==> config.mk <==
export PLATFORM = sky130hd
export DESIGN_NAME = mem_arbiter
export DESIGN_NICKNAME = d
export VERILOG_FILES = /design/src/rtl/mem_arbiter.sv
export SDC_FILE = /design/constraint.sdc
export NUM_CORES = 1
export LEC_CHECK = 0
export ABC_CLOCK_PERIOD_IN_PS = 2400
export BUFFER_PORTS_ARGS = -buffer_cell sky130_fd_sc_hd__buf_2
export CORE_ASPECT_RATIO = 0.8
export CORE_MARGIN = 2
export CORE_UTILIZATION = 35
export DETAILED_ROUTE_END_ITERATION = 6
export GPL_TIMING_DRIVEN = 1
export PLACE_DENSITY = 0.7
export SETUP_SLACK_MARGIN = 0.4
export SLEW_MARGIN = 20
export SYNTH_ARGS = -nofsm -noshare
export SYNTH_HDL_FRONTEND = slang
export SYNTH_SLANG_ARGS = --single-unit
==> constraint.sdc <==
create_clock -name clk -period 2.4 [get_ports clk]
set_input_delay 0.36 -clock clk [delete_from_list [all_inputs] [get_ports clk]]
set_output_delay 0.36 -clock clk [all_outputs]
set_load 0.01 [all_outputs]
==> src/rtl/mem_arbiter.sv <==
// mem_arbiter: two-master, one-slave round-robin arbiter for the CPU memory bus.
// One outstanding transaction at a time. A watchdog force-completes any
// transaction whose slave has not answered within TIMEOUT BUSY cycles.
// Ports:
//   clk, rst                   clock, synchronous active-high reset
//   m0_* / m1_*                master request (valid/instr/addr/wdata/wstrb)
//                              and response (rdata/ready, combinational)
//   s_*                        downstream request (registered) and response
//   err_timeout                one-cycle pulse on forced termination
module mem_arbiter #(
    parameter int unsigned TIMEOUT = 1024,
    parameter int unsigned CNT_W   = 16
) (
    input  logic        clk,
    input  logic        rst,
    input  logic        m0_valid,
    input  logic        m0_instr,
    input  logic [31:0] m0_addr,
    input  logic [31:0] m0_wdata,
    input  logic [3:0]  m0_wstrb,
    output logic [31:0] m0_rdata,
    output logic        m0_ready,
    input  logic        m1_valid,
    input  logic        m1_instr,
    input  logic [31:0] m1_addr,
    input  logic [31:0] m1_wdata,
    input  logic [3:0]  m1_wstrb,
    output logic [31:0] m1_rdata,
    output logic        m1_ready,
    output logic        s_valid,
    output logic        s_instr,
    output logic [31:0] s_addr,
    output logic [31:0] s_wdata,
    output logic [3:0]  s_wstrb,
    input  logic [31:0] s_rdata,
    input  logic        s_ready,
    output logic        err_timeout
);

    localparam logic [CNT_W-1:0] CNT_LAST = CNT_W'(TIMEOUT - 1);

    typedef enum logic {
        IDLE = 1'b0,
        BUSY = 1'b1
    } state_t;

    state_t      state_q, state_d;
    logic        gnt_q, gnt_d;
    logic        last_q, last_d;
    logic        req_instr_q, req_instr_d;
    logic [31:0] req_addr_q, req_addr_d;
    logic [31:0] req_wdata_q, req_wdata_d;
    logic [3:0]  req_wstrb_q, req_wstrb_d;
    logic [CNT_W-1:0] cnt_q, cnt_d;
    logic        s_valid_q, s_valid_d;

    logic        grant_m1;
    logic        done_ok;
    logic        timeout;

    // Arbitration, completion/timeout detection and master-side responses
    always_comb begin
        state_d     = state_q;
        gnt_d       = gnt_q;
        last_d      = last_q;
        req_instr_d = req_instr_q;
        req_addr_d  = req_addr_q;
        req_wdata_d = req_wdata_q;
        req_wstrb_d = req_wstrb_q;
        cnt_d       = cnt_q;
        s_valid_d   = 1'b0;
        grant_m1    = 1'b0;
        done_ok     = 1'b0;
        timeout     = 1'b0;

        case (state_q)
            IDLE: begin
                if (m0_valid || m1_valid) begin
                    // On a tie the master that did not win last time goes first
                    grant_m1    = (m0_valid && m1_valid) ? ~last_q : m1_valid;
                    gnt_d       = grant_m1;
                    last_d      = grant_m1;
                    req_instr_d = grant_m1 ? m1_instr : m0_instr;
                    req_addr_d  = grant_m1 ? m1_addr  : m0_addr;
                    req_wdata_d = grant_m1 ? m1_wdata : m0_wdata;
                    req_wstrb_d = grant_m1 ? m1_wstrb : m0_wstrb;
                    s_valid_d   = 1'b1;
                    cnt_d       = '0;
                    state_d     = BUSY;
                end
            end
            BUSY: begin
                // A real answer beats a timeout landing in the same cycle
                if (s_ready) begin
                    done_ok = 1'b1;
                    state_d = IDLE;
                end else if (cnt_q == CNT_LAST) begin
                    timeout = 1'b1;
                    state_d = IDLE;
                end else begin
                    cnt_d = cnt_q + CNT_W'(1);
                end
            end
            default: state_d = IDLE;
        endcase

        m0_ready    = (done_ok || timeout) && !gnt_q;
        m1_ready    = (done_ok || timeout) &&  gnt_q;
        m0_rdata    = (done_ok && !gnt_q) ? s_rdata : 32'h0;
        m1_rdata    = (done_ok &&  gnt_q) ? s_rdata : 32'h0;
        err_timeout = timeout;
    end

    // State and captured-request registers
    always_ff @(posedge clk) begin
        if (rst) begin
            state_q     <= IDLE;
            gnt_q       <= 1'b0;
            last_q      <= 1'b1;
            req_instr_q <= 1'b0;
            req_addr_q  <= 32'h0;
            req_wdata_q <= 32'h0;
            req_wstrb_q <= 4'h0;
            cnt_q       <= '0;
            s_valid_q   <= 1'b0;
        end else begin
            state_q     <= state_d;
            gnt_q       <= gnt_d;
            last_q      <= last_d;
            req_instr_q <= req_instr_d;
            req_addr_q  <= req_addr_d;
            req_wdata_q <= req_wdata_d;
            req_wstrb_q <= req_wstrb_d;
            cnt_q       <= cnt_d;
            s_valid_q   <= s_valid_d;
        end
    end

    assign s_valid = s_valid_q;
    assign s_instr = req_instr_q;
    assign s_addr  = req_addr_q;
    assign s_wdata = req_wdata_q;
    assign s_wstrb = req_wstrb_q;

endmodule
Word level (Yosys, flattened, before mapping)
Cells that the tools add are included.

Register bits after elaboration: 89. Output and inout bits: 137.

Add/subtract/negate cells: 1. Equal/unequal tests: 4. Mux-type cells: 20. Bitwise operators: 2. Reduce and logical (&&, ||, !) cells: 11.

Operators with widths (count): $mux W32 (4); $mux W16 (3); $pmux W16 S2 (1); $add A16 B1 Y16 const B (1); $eq A16 B10 Y1 const B (1); $mux W1 (10); $ne A2 B2 Y1 const B (3); $logic_and A1 B1 Y1 (5); $mux W4 (1); $reduce_and A3 Y1 (1); $logic_or A1 B1 Y1 (2); $not A1 Y1 (2); $pmux W1 S2 (1); $reduce_and A2 Y1 (1); $reduce_or A2 Y1 (1); $logic_not A1 Y1 (1).

Logic depth before layout (Yosys ltp)
Gate-level depths: netlist (run 1).

Word-level depth: 6. Gate-level depth with buffers: 7. Mapped depth without buffers: 6.

Least setup slack after synthesis (run 1)
OpenSTA, ideal clock, no wires.

Path type: reg2out. Start: reg cnt_q[11]. End: out err_timeout. Arrival time: 1708 ps. Data required time: 2040 ps. Setup slack: 332 ps. Stages on the path, launching flop included: 5. Buffers on the path: 1. Path through: dfxtp_1 > buf_6 > or4_4 > nor4_4 > nor3b_1.

Word-level cells in the longest chain between the ends: 4.

RTL lines: start: declaration (RTL line 54) `logic [CNT_W-1:0] cnt_q, cnt_d;`; start signal: assignment (RTL line 134) `cnt_q <= cnt_d;`; $eq A16 B10 Y1 (RTL line 97) `end else if (cnt_q == CNT_LAST) begin`; $mux W1 (RTL line 97); $mux W1 (RTL line 94) `if (s_ready) begin`; $mux W1 (RTL line 76) `case (state_q)`; end: declaration (RTL line 37) `output logic err_timeout`.

Every way passes these cells.

Final worst setup path (run 1)
Start: reg cnt_q[15]. End: out err_timeout.

The elaborated chain is that of the path after synthesis.

==> results of run 1 <==
## cells by family (layout without fill, tap and decap cells)
group,count (synthesis),after routing,share of synthesized area [%]
mux,69,69,15.2
buf+inv,47,361,4.64
fa+ha+maj,1,1,0.276
compound gates,110,110,17.8
flops,89,89,39.3
other cells,0,2,0
simple gates,195,195,22.7
## power by group
group / internal (mW) / leakage, nW / switching (mW) / total, mW
combinational: 0.422 / 2.44 / 0.484 / 0.906
sequential: 1.60 / 0.740 / 0.0633 / 1.67
clock: 0.822 / 0.145 / 0.594 / 1.42
## flip-flops by register name (all words and copies together) (netlist names)
register  count
gnt_q         1
s_instr       1
last_q        1
s_addr       32
state_q       1
s_wdata      32
s_valid       1
cnt_q        16
s_wstrb       4
## path summary, 6_finish.rpt
check	start	to	slack, ns	cells after the start
setup / recovery	cnt_q[15]$_SDFFE_PP0P_	err_timeout	0.21	4
hold / removal	m1_valid	last_q$_SDFFE_PP1P_	0.31	2
setup reg to reg	cnt_q[0]$_SDFFE_PP0P_	cnt_q[14]$_SDFFE_PP0P_	0.44	8
hold reg to reg	cnt_q[1]$_SDFFE_PP0P_	cnt_q[1]$_SDFFE_PP0P_	0.48	2
## layout make-up
class | instances | area (sq um) | area share, %
Timing Repair Buffer | 342 | 1850 | 27.2
Clock inverter | 6 | 75.1 | 1.10
Tap cell | 175 | 219 | 3.21
Inverter | 3 | 11.3 | 0.165
Clock buffer | 10 | 229 | 3.36
Antenna cell | 2 | 5.00 | 0.0734
Multi-Input combinational cell | 375 | 2630 | 38.6
Sequential cell | 89 | 1790 | 26.3
## placed cells by master (no fill, tap or decap), types with 5 or more instances in the layout
master / Yosys / routed
a211oi_1: 71 / 71
buf_4: 0 / 24
o21ai_0: 5 / 5
mux2i_1: 69 / 69
a21oi_1: 14 / 13
nand3_1: 8 / 8
nor2_1: 87 / 86
dfxtp_1: 89 / 83
clkbuf_16: 0 / 9
and2_1: 65 / 65
nand2_1: 7 / 7
o21ai_2: 6 / 5
buf_2: 8 / 311
## synthesized netlist by cell type, drive strengths merged (2+ instances only)
| master | number |
|---|---|
| a211oi | 71 |
| and2 | 65 |
| nor3b | 2 |
| a311oi | 5 |
| clkbuf | 32 |
| nor2 | 88 |
| mux2i | 69 |
| nand4b | 2 |
| o21ai | 11 |
| buf | 12 |
| and3 | 3 |
| nand2 | 7 |
| a41oi | 2 |
| a21oi | 16 |
| nor4 | 3 |
| dfxtp | 89 |
| nand3 | 9 |
| or4 | 2 |
| nand4 | 2 |
| nor3 | 7 |
| inv | 3 |
## what timing repair did
action                                  4_1_cts  5_1_grt
gates resized for setup                       5       17
endpoints found under the setup margin       36       74
pin swaps                                     1        4
buffers inserted                              4       12
## layer usage
| metal | share of wire, % | vias up | track usage [%] |
|---|---|---|---|
| met5 | 0.057 | - | 0 |
| met3 | 7.7 | 17 | 5.00 |
| li1 | - | 2460 | - |
| met4 | 1.8 | 2 | 5.90 |
| met2 | 50 | 215 | 32.7 |
| met1 | 40 | 2083 | 23.7 |
## stage by stage
step / util [%] / hold slack, ns / setup slack (ns)
global placement: 49.5 / 0.477 / 0.379
finish: 53.5 / 0.308 / 0.214
detailed placement: 49.5 / 0.488 / 0.321
CTS: 52.2 / 0.291 / 0.192
global route: 53.5 / 0.317 / 0.134
floorplan: - / 0.441 / 0.395
==> metrics.cfg, run 1 <==
[global_route]
overflow=0
grt_pass1_wl_um=21500
antenna_found_initial=3
grt_usage_pct=19.1
grt_max_degree=79
grt_pass1_vias=4190

[pwr]
leakagePower_nw=3.32
peakVddDrop_mv=0.341
totalPowerFinal_mw=3.99
power-per-cell-area_nw_per_um2=585

[job]
cap_violations=0

[drt]
route.detailed.drc=0
postRouteAntennaNets=0
dr.pass1.iters=5
routed_wl_um=14100
vias=4777
wl_per_cell_um=14.1
vias_per_cell=4.77
first_iter_violations=223

[critical_path]
cp_slowest_cell=or4_4
critPathKind=reg2out
cp_max_fo=3
cp-end-kind=output port
critPathMaxStageDelay_ns=0.54
start_kind=flip-flop
cp.arrival_ns=1.83
cp_cell_sequence=or4_4 -> nor4_4 -> nor3b_2 -> buf_2
cp_top_family=simple AND/OR/NAND/NOR gates
critical_path_required_ns=2.04
path_buf_inv=1

[placed_design]
dp_hpwl_um=10700
dp_cells=968
gp_congestion=0.811
place_area_sq_um=6300
portBuffers=311

[die]
die_w_um=131
ios=312
core_area_sq_um=12700
initial_core_util_pct=35.6
die_y_um=106
fp.dieArea_sq_um=13900
floorplan.rows=37

[timing]
fin_tns_setup_ns=0
slew_headroom_pct=65.2
post-route-period-util_pct=91.1
clock_skew_ns=0.00698
finalSetupViolations=0
hold_viol=0
rsz0062_at_grt=true
period_needed_ns=2.19
slew_viol_final=0
max_freq_mhz=457
worst-slew-pin-transition_ns=0.522

[clock_tree]
cts_root_buf=clkbuf_16
clk_latency_ns=0.33
cts_inserted_buffers=9
clkTransAtPathRegs_ns=0.06
h-tree-depth=3
cts.sinks=89
hold_buffers=0
cts_tree=yes
clockBufferDepth=2

[cells_and_area]
fillCellCount=1165
drive_gt1_share_pct=47.6
fin_cells=1002
syn_to_final_growth_pct=50.5
fin_area_sq_um=6820
fin_nets=996

[synth]
synth-edff-count=0
syn_inst=511
postSynth.topFlopCell=dfxtp_1
synth.distinct_cells=44
async_flop_share_pct=0
synth_area_leaders=dfxtp_1 39%, mux2i_1 15%, a211oi_1 12%
synth_seq_cells=89
yosys_warnings=0
postSynthAreaPerCell_sq_um=8.87
syn-cell-area_sq_um=4530
synth_top_cell_area_share_pct=39.3
ys_seq_area_share_pct=39.3
synth_area_leader_cell=dfxtp_1
syn-num-nets=687

[min_path]
hold_path_class=in2reg

[run_status]
outcome=completed

Power figures use the tool's default switching activity.
==> inputs of run 2 (changes only) <==
CTS_BUF_LIST = sky130_fd_sc_hd__clkbuf_8 sky130_fd_sc_hd__clkbuf_16   (was default)
==> metrics.cfg, run 2 (same netlist as run 1, synthesis figures left out) <==
[drt]
vias_per_cell=4.76  ; was 4.77
dr.pass1.iters=5  ; unchanged
routed_wl_um=14100  ; about the same
wl_per_cell_um=14.1  ; about the same
route.detailed.drc=0  ; unchanged
postRouteAntennaNets=0  ; unchanged
first_iter_violations=223  ; unchanged
vias=4774  ; was 4,777

[cells_and_area]
fin_nets=996  ; unchanged
fillCellCount=1165  ; unchanged
syn_to_final_growth_pct=50.5  ; unchanged
layout_commonest_cell=buf_2  ; unchanged
drive_gt1_share_pct=47.6  ; unchanged
fin_area_sq_um=6820  ; unchanged
final_cell_mix=311 x buf_2, 86 x nor2_1, 83 x dfxtp_1  ; unchanged

[placed_design]
dp_hpwl_um=10700  ; unchanged
place_area_sq_um=6300  ; unchanged
gp_congestion=0.811  ; unchanged
portBuffers=311  ; unchanged

[critical_path]
cp.arrival_ns=1.83  ; about the same
path_buf_inv=1  ; unchanged
critPathMaxStageDelay_ns=0.54  ; about the same
start_kind=flip-flop  ; unchanged
cp-end-kind=output port  ; unchanged
cp_top_family=simple AND/OR/NAND/NOR gates  ; unchanged
cp_max_fo=3  ; unchanged
critical_path_required_ns=2.04  ; about the same
critPathKind=reg2out  ; unchanged
cp_cell_sequence=or4_4 -> nor4_4 -> nor3b_2 -> buf_2  ; unchanged
cp_slowest_cell=or4_4  ; unchanged

[clock_tree]
h-tree-depth=3  ; unchanged
clk_latency_ns=0.33  ; about the same
cts_inserted_buffers=9  ; unchanged
cts_tree=yes  ; unchanged
clkTransAtPathRegs_ns=0.06  ; about the same
cts_root_buf=clkbuf_16  ; unchanged
cts.sinks=89  ; unchanged
clockBufferDepth=2  ; unchanged

[global_route]
overflow=0  ; unchanged
antenna_found_initial=3  ; unchanged
grt_usage_pct=19.1  ; unchanged
grt_pass1_wl_um=21500  ; unchanged
grt_max_degree=79  ; unchanged
grt_pass1_vias=4190  ; unchanged

[timing]
slew_headroom_pct=65.2  ; unchanged
post-route-period-util_pct=91.1  ; about the same
worst-slew-pin-transition_ns=0.522  ; unchanged
hold_viol=0  ; unchanged
period_needed_ns=2.19  ; about the same
finalSetupViolations=0  ; unchanged
clock_skew_ns=0.00711  ; was 0.00698 ns
slew_viol_final=0  ; unchanged
max_freq_mhz=458  ; was 457 MHz
fin_tns_setup_ns=0  ; unchanged
rsz0062_at_grt=true  ; unchanged

[die]
ios=312  ; unchanged
core_area_sq_um=12700  ; unchanged
die_w_um=131  ; unchanged
die_y_um=106  ; unchanged
floorplan.rows=37  ; unchanged
initial_core_util_pct=35.6  ; unchanged
fp.dieArea_sq_um=13900  ; unchanged

[min_path]
hold_path_class=in2reg  ; unchanged

[pwr]
leakagePower_nw=3.33  ; was 3.32 nW
peakVddDrop_mv=0.341  ; about the same
power-per-cell-area_nw_per_um2=585  ; about the same

[run_status]
outcome=completed  ; unchanged

[job]
cap_violations=0  ; unchanged

-- run 2: cell type report --
type                            count  area (sq um)  area share, %
Clock buffer                        9           225           3.30
Antenna cell                        2          5.00         0.0734
Inverter                            3          11.3          0.165
Tap cell                          175           219           3.21
Sequential cell                    89          1790           26.3
Timing Repair Buffer              342          1850           27.2
Multi-Input combinational cell    375          2630           38.6
Clock inverter                      7          78.8           1.16
-- run 2: what timing repair did --
| action | in CTS | in global routing |
|---|---|---|
| setup endpoints to repair | 36 | 74 |
| pin swaps | 1 | 4 |
| hold buffers | 0 | 0 |
| gates resized for setup | 5 | 17 |
| buffers inserted | 4 | 12 |
-- run 2: stage by stage --
stage                     utilization [%]  std cells  setup WS, ns  hold slack [ns]  total power [mW]
after floorplan                         -        511         0.395            0.441              2.19
after global placement               49.5        968         0.379            0.477              2.58
after detailed placement             49.5        968         0.321            0.488              2.59
after CTS                            52.2        988         0.192            0.291              4.03
after global routing                 53.5       1002         0.134            0.317              4.20
final                                53.5       1002         0.214            0.308              3.99
-- run 2: worst paths after layout --
| check | to | from | depth (start not counted) | slack [ns] |
|---|---|---|---|---|
| setup / recovery | err_timeout | cnt_q[15]$_SDFFE_PP0P_ | 4 | 0.21 |
| hold / removal | last_q$_SDFFE_PP1P_ | m1_valid | 2 | 0.31 |
| setup reg to reg | cnt_q[14]$_SDFFE_PP0P_ | cnt_q[0]$_SDFFE_PP0P_ | 8 | 0.44 |
| hold reg to reg | cnt_q[1]$_SDFFE_PP0P_ | cnt_q[1]$_SDFFE_PP0P_ | 2 | 0.48 |
-- run 2: metal layers --
metal	part of all wire [%]	vias up	global-route usage (%)
li1	-	2460	-
met1	41	2084	23.7
met2	50	211	32.7
met3	7.4	17	5.00
met4	1.8	2	5.90
met5	0.057	-	0
-- run 2: where the power goes --
group	internal, mW	switching, mW	leakage [nW]
Sequential	1.60	0.0633	0.740
Clock	0.818	0.594	0.149
Combinational	0.422	0.484	2.44
==> inputs of run 3 (changes only) <==
ABC_CLOCK_PERIOD_IN_PS = default   (was 2400)
PLACE_DENSITY = 0.73   (was 0.7)
==> metrics.cfg, run 3 (same netlist as run 1, synthesis figures left out) <==
[global_route]
grt_busiest_layer=met2  ; unchanged
grt_usage_pct=19.3  ; was 19.1%
grt_max_degree=139  ; was 79
grt_pass1_vias=4242  ; was 4,190
antenna_found_initial=1  ; was 3
grt_pass1_wl_um=21800  ; was 21,500 um
overflow=0  ; unchanged
gr-usage-met1_pct=24.4  ; was 23.7%
met2_usage_pct=32.1  ; was 32.7%
met3_usage_pct=5.00  ; unchanged

[critical_path]
path_buf_inv=1  ; unchanged
r2r-end=cnt_q[9]$_SDFFE_PP0P_  ; was cnt_q[14]$_SDFFE_PP0P_
cp_max_fo=5  ; was 3
critPathKind=reg2out  ; unchanged
start_kind=flip-flop  ; unchanged
worst-r2r-cell-count=8  ; unchanged
rr_startpoint=cnt_q[0]$_SDFFE_PP0P_  ; unchanged
cp_slowest_cell=nor4_4  ; was or4_4
critical_path_required_ns=2.04  ; about the same
cp.arrival_ns=1.90  ; was 1.83 ns
critPathMaxStageDelay_ns=0.43  ; was 0.54 ns
worstSetupPathDepth=5  ; was 4
cp_top_family=simple AND/OR/NAND/NOR gates  ; unchanged
cp-startpoint=cnt_q[0]$_SDFFE_PP0P_  ; was cnt_q[15]$_SDFFE_PP0P_
r2r_setup_slack_ns=0.40  ; was 0.44 ns
cp-end-kind=output port  ; unchanged
crit_end=err_timeout  ; unchanged
cp_cell_sequence=ha_4 -> nand4_1 -> nor4_4 -> nor3b_2 -> buf_2  ; was or4_4 -> nor4_4 -> nor3b_2 -> buf_2

[drt]
routed_wl_um=14200  ; was 14,100 um
route.detailed.drc=0  ; unchanged
vias_per_cell=4.70  ; was 4.76
dr.pass1.iters=4  ; was 5
vias=4705  ; was 4,774
postRouteAntennaNets=0  ; unchanged
first_iter_violations=161  ; was 223
wl_per_cell_um=14.2  ; was 14.1 um

[timing]
worst-slew-pin-transition_ns=0.670  ; was 0.522 ns
slew_viol_final=0  ; unchanged
period_needed_ns=2.26  ; was 2.19 ns
post-route-period-util_pct=94.1  ; was 91.1%
rsz0062_at_grt=true  ; unchanged
hold_viol=0  ; unchanged
clock_skew_ns=0.00593  ; was 0.00711 ns
setup_ws_ns=0.142  ; was 0.214 ns
max_freq_mhz=443  ; was 458 MHz
finalSetupViolations=0  ; unchanged
fin_tns_setup_ns=0  ; unchanged
slew_headroom_pct=54.8  ; was 65.2%

[die]
die_y_um=106  ; unchanged
core_area_sq_um=12700  ; unchanged
ios=312  ; unchanged
initial_core_util_pct=35.6  ; unchanged
fp.dieArea_sq_um=13900  ; unchanged
die_w_um=131  ; unchanged
floorplan.rows=37  ; unchanged

[clock_tree]
clkTransAtPathRegs_ns=0.06  ; about the same
cts.sinks=89  ; unchanged
clockBufferDepth=2  ; unchanged
hold_buffers=0  ; unchanged
h-tree-depth=3  ; unchanged
cts_tree=yes  ; unchanged
cts_inserted_buffers=9  ; unchanged
clk_latency_ns=0.33  ; about the same
cts_root_buf=clkbuf_16  ; unchanged

[placed_design]
gp_congestion=0.806  ; was 0.811
portBuffers=311  ; unchanged
dp_hpwl_um=10600  ; was 10,700 um
pre_cts_slack_ns=0.205  ; was 0.321 ns

[cells_and_area]
fillCellCount=1186  ; was 1,165
drive_gt1_share_pct=49.0  ; was 47.6%
seq_area_sq_um=1810  ; was 1790 sq um
fin_util_pct=53.5  ; about the same
final_cell_mix=311 x buf_2, 85 x nor2_1, 79 x dfxtp_1  ; was 311 x buf_2, 86 x nor2_1, 83 x dfxtp_1
layout_commonest_cell=buf_2  ; unchanged
multi_input_area_sq_um=2670  ; was 2630 sq um
syn_to_final_growth_pct=50.4  ; was 50.5%
fin_nets=996  ; unchanged

[min_path]
hold_path_class=in2reg  ; unchanged

[job]
cap_violations=0  ; unchanged

[pwr]
totalPowerFinal_mw=3.89  ; was 3.99 mW
leakagePower_nw=3.31  ; was 3.33 nW
peakVddDrop_mv=0.319  ; was 0.341 mV
power-per-cell-area_nw_per_um2=570  ; was 585 nW/um^2

[run_status]
outcome=completed  ; unchanged

run 3: how the worst min path moves through the flow:
stage,from,end,cells after the start
CTS,m1_valid,last_q$_SDFFE_PP1P_,2
global route,m1_valid,last_q$_SDFFE_PP1P_,2
finish,m1_valid,last_q$_SDFFE_PP1P_,2
detailed placement,cnt_q[15]$_SDFFE_PP0P_,cnt_q[15]$_SDFFE_PP0P_,1
global placement,cnt_q[15]$_SDFFE_PP0P_,cnt_q[15]$_SDFFE_PP0P_,1
floorplan,cnt_q[15]$_SDFFE_PP0P_,cnt_q[15]$_SDFFE_PP0P_,1
run 3: where the power goes:
group          leakage (nW)  switching [mW]  total [mW]  internal, mW
Clock                 0.138           0.598        1.31         0.711
Sequential            0.743          0.0643        1.67          1.60
Combinational          2.43           0.490       0.911         0.420
Total                  3.31            1.15        3.89          2.73
run 3: per-stage QoR:
stage                     cells  hold WS, ns  area [sq um]
after floorplan             511        0.441          4540
after global placement      970        0.469          6290
after detailed placement    970        0.476          6290
after CTS                   994        0.308          6680
after global routing       1001        0.331          6820
final                      1001        0.322          6820
run 3: layer usage:
layer | part of all wire [%] | routed length, um | vias to the layer above
li1 | - | - | 2452
met1 | 43 | 6160 | 2061
met2 | 48 | 6860 | 178
met3 | 6.5 | 920 | 14
met4 | 1.9 | 263 | 0
met5 | 0 | 0 | -
run 3: final cells by class:
| type | instances | area share [%] |
|---|---|---|
| clock inverter | 7 | 0.808 |
| tap | 175 | 3.21 |
| multi-input combinational | 376 | 39.1 |
| clock buffer | 9 | 3.30 |
| timing repair buffer | 341 | 26.9 |
| sequential | 89 | 26.5 |
| inverter | 3 | 0.165 |
| antenna | 1 | 0.0367 |
run 3: what timing repair did:
action,CTS,global route
gates cloned,0,1
setup buffers,8,5
pin swaps,2,12
setup endpoints to repair,51,19
resized for setup,12,24
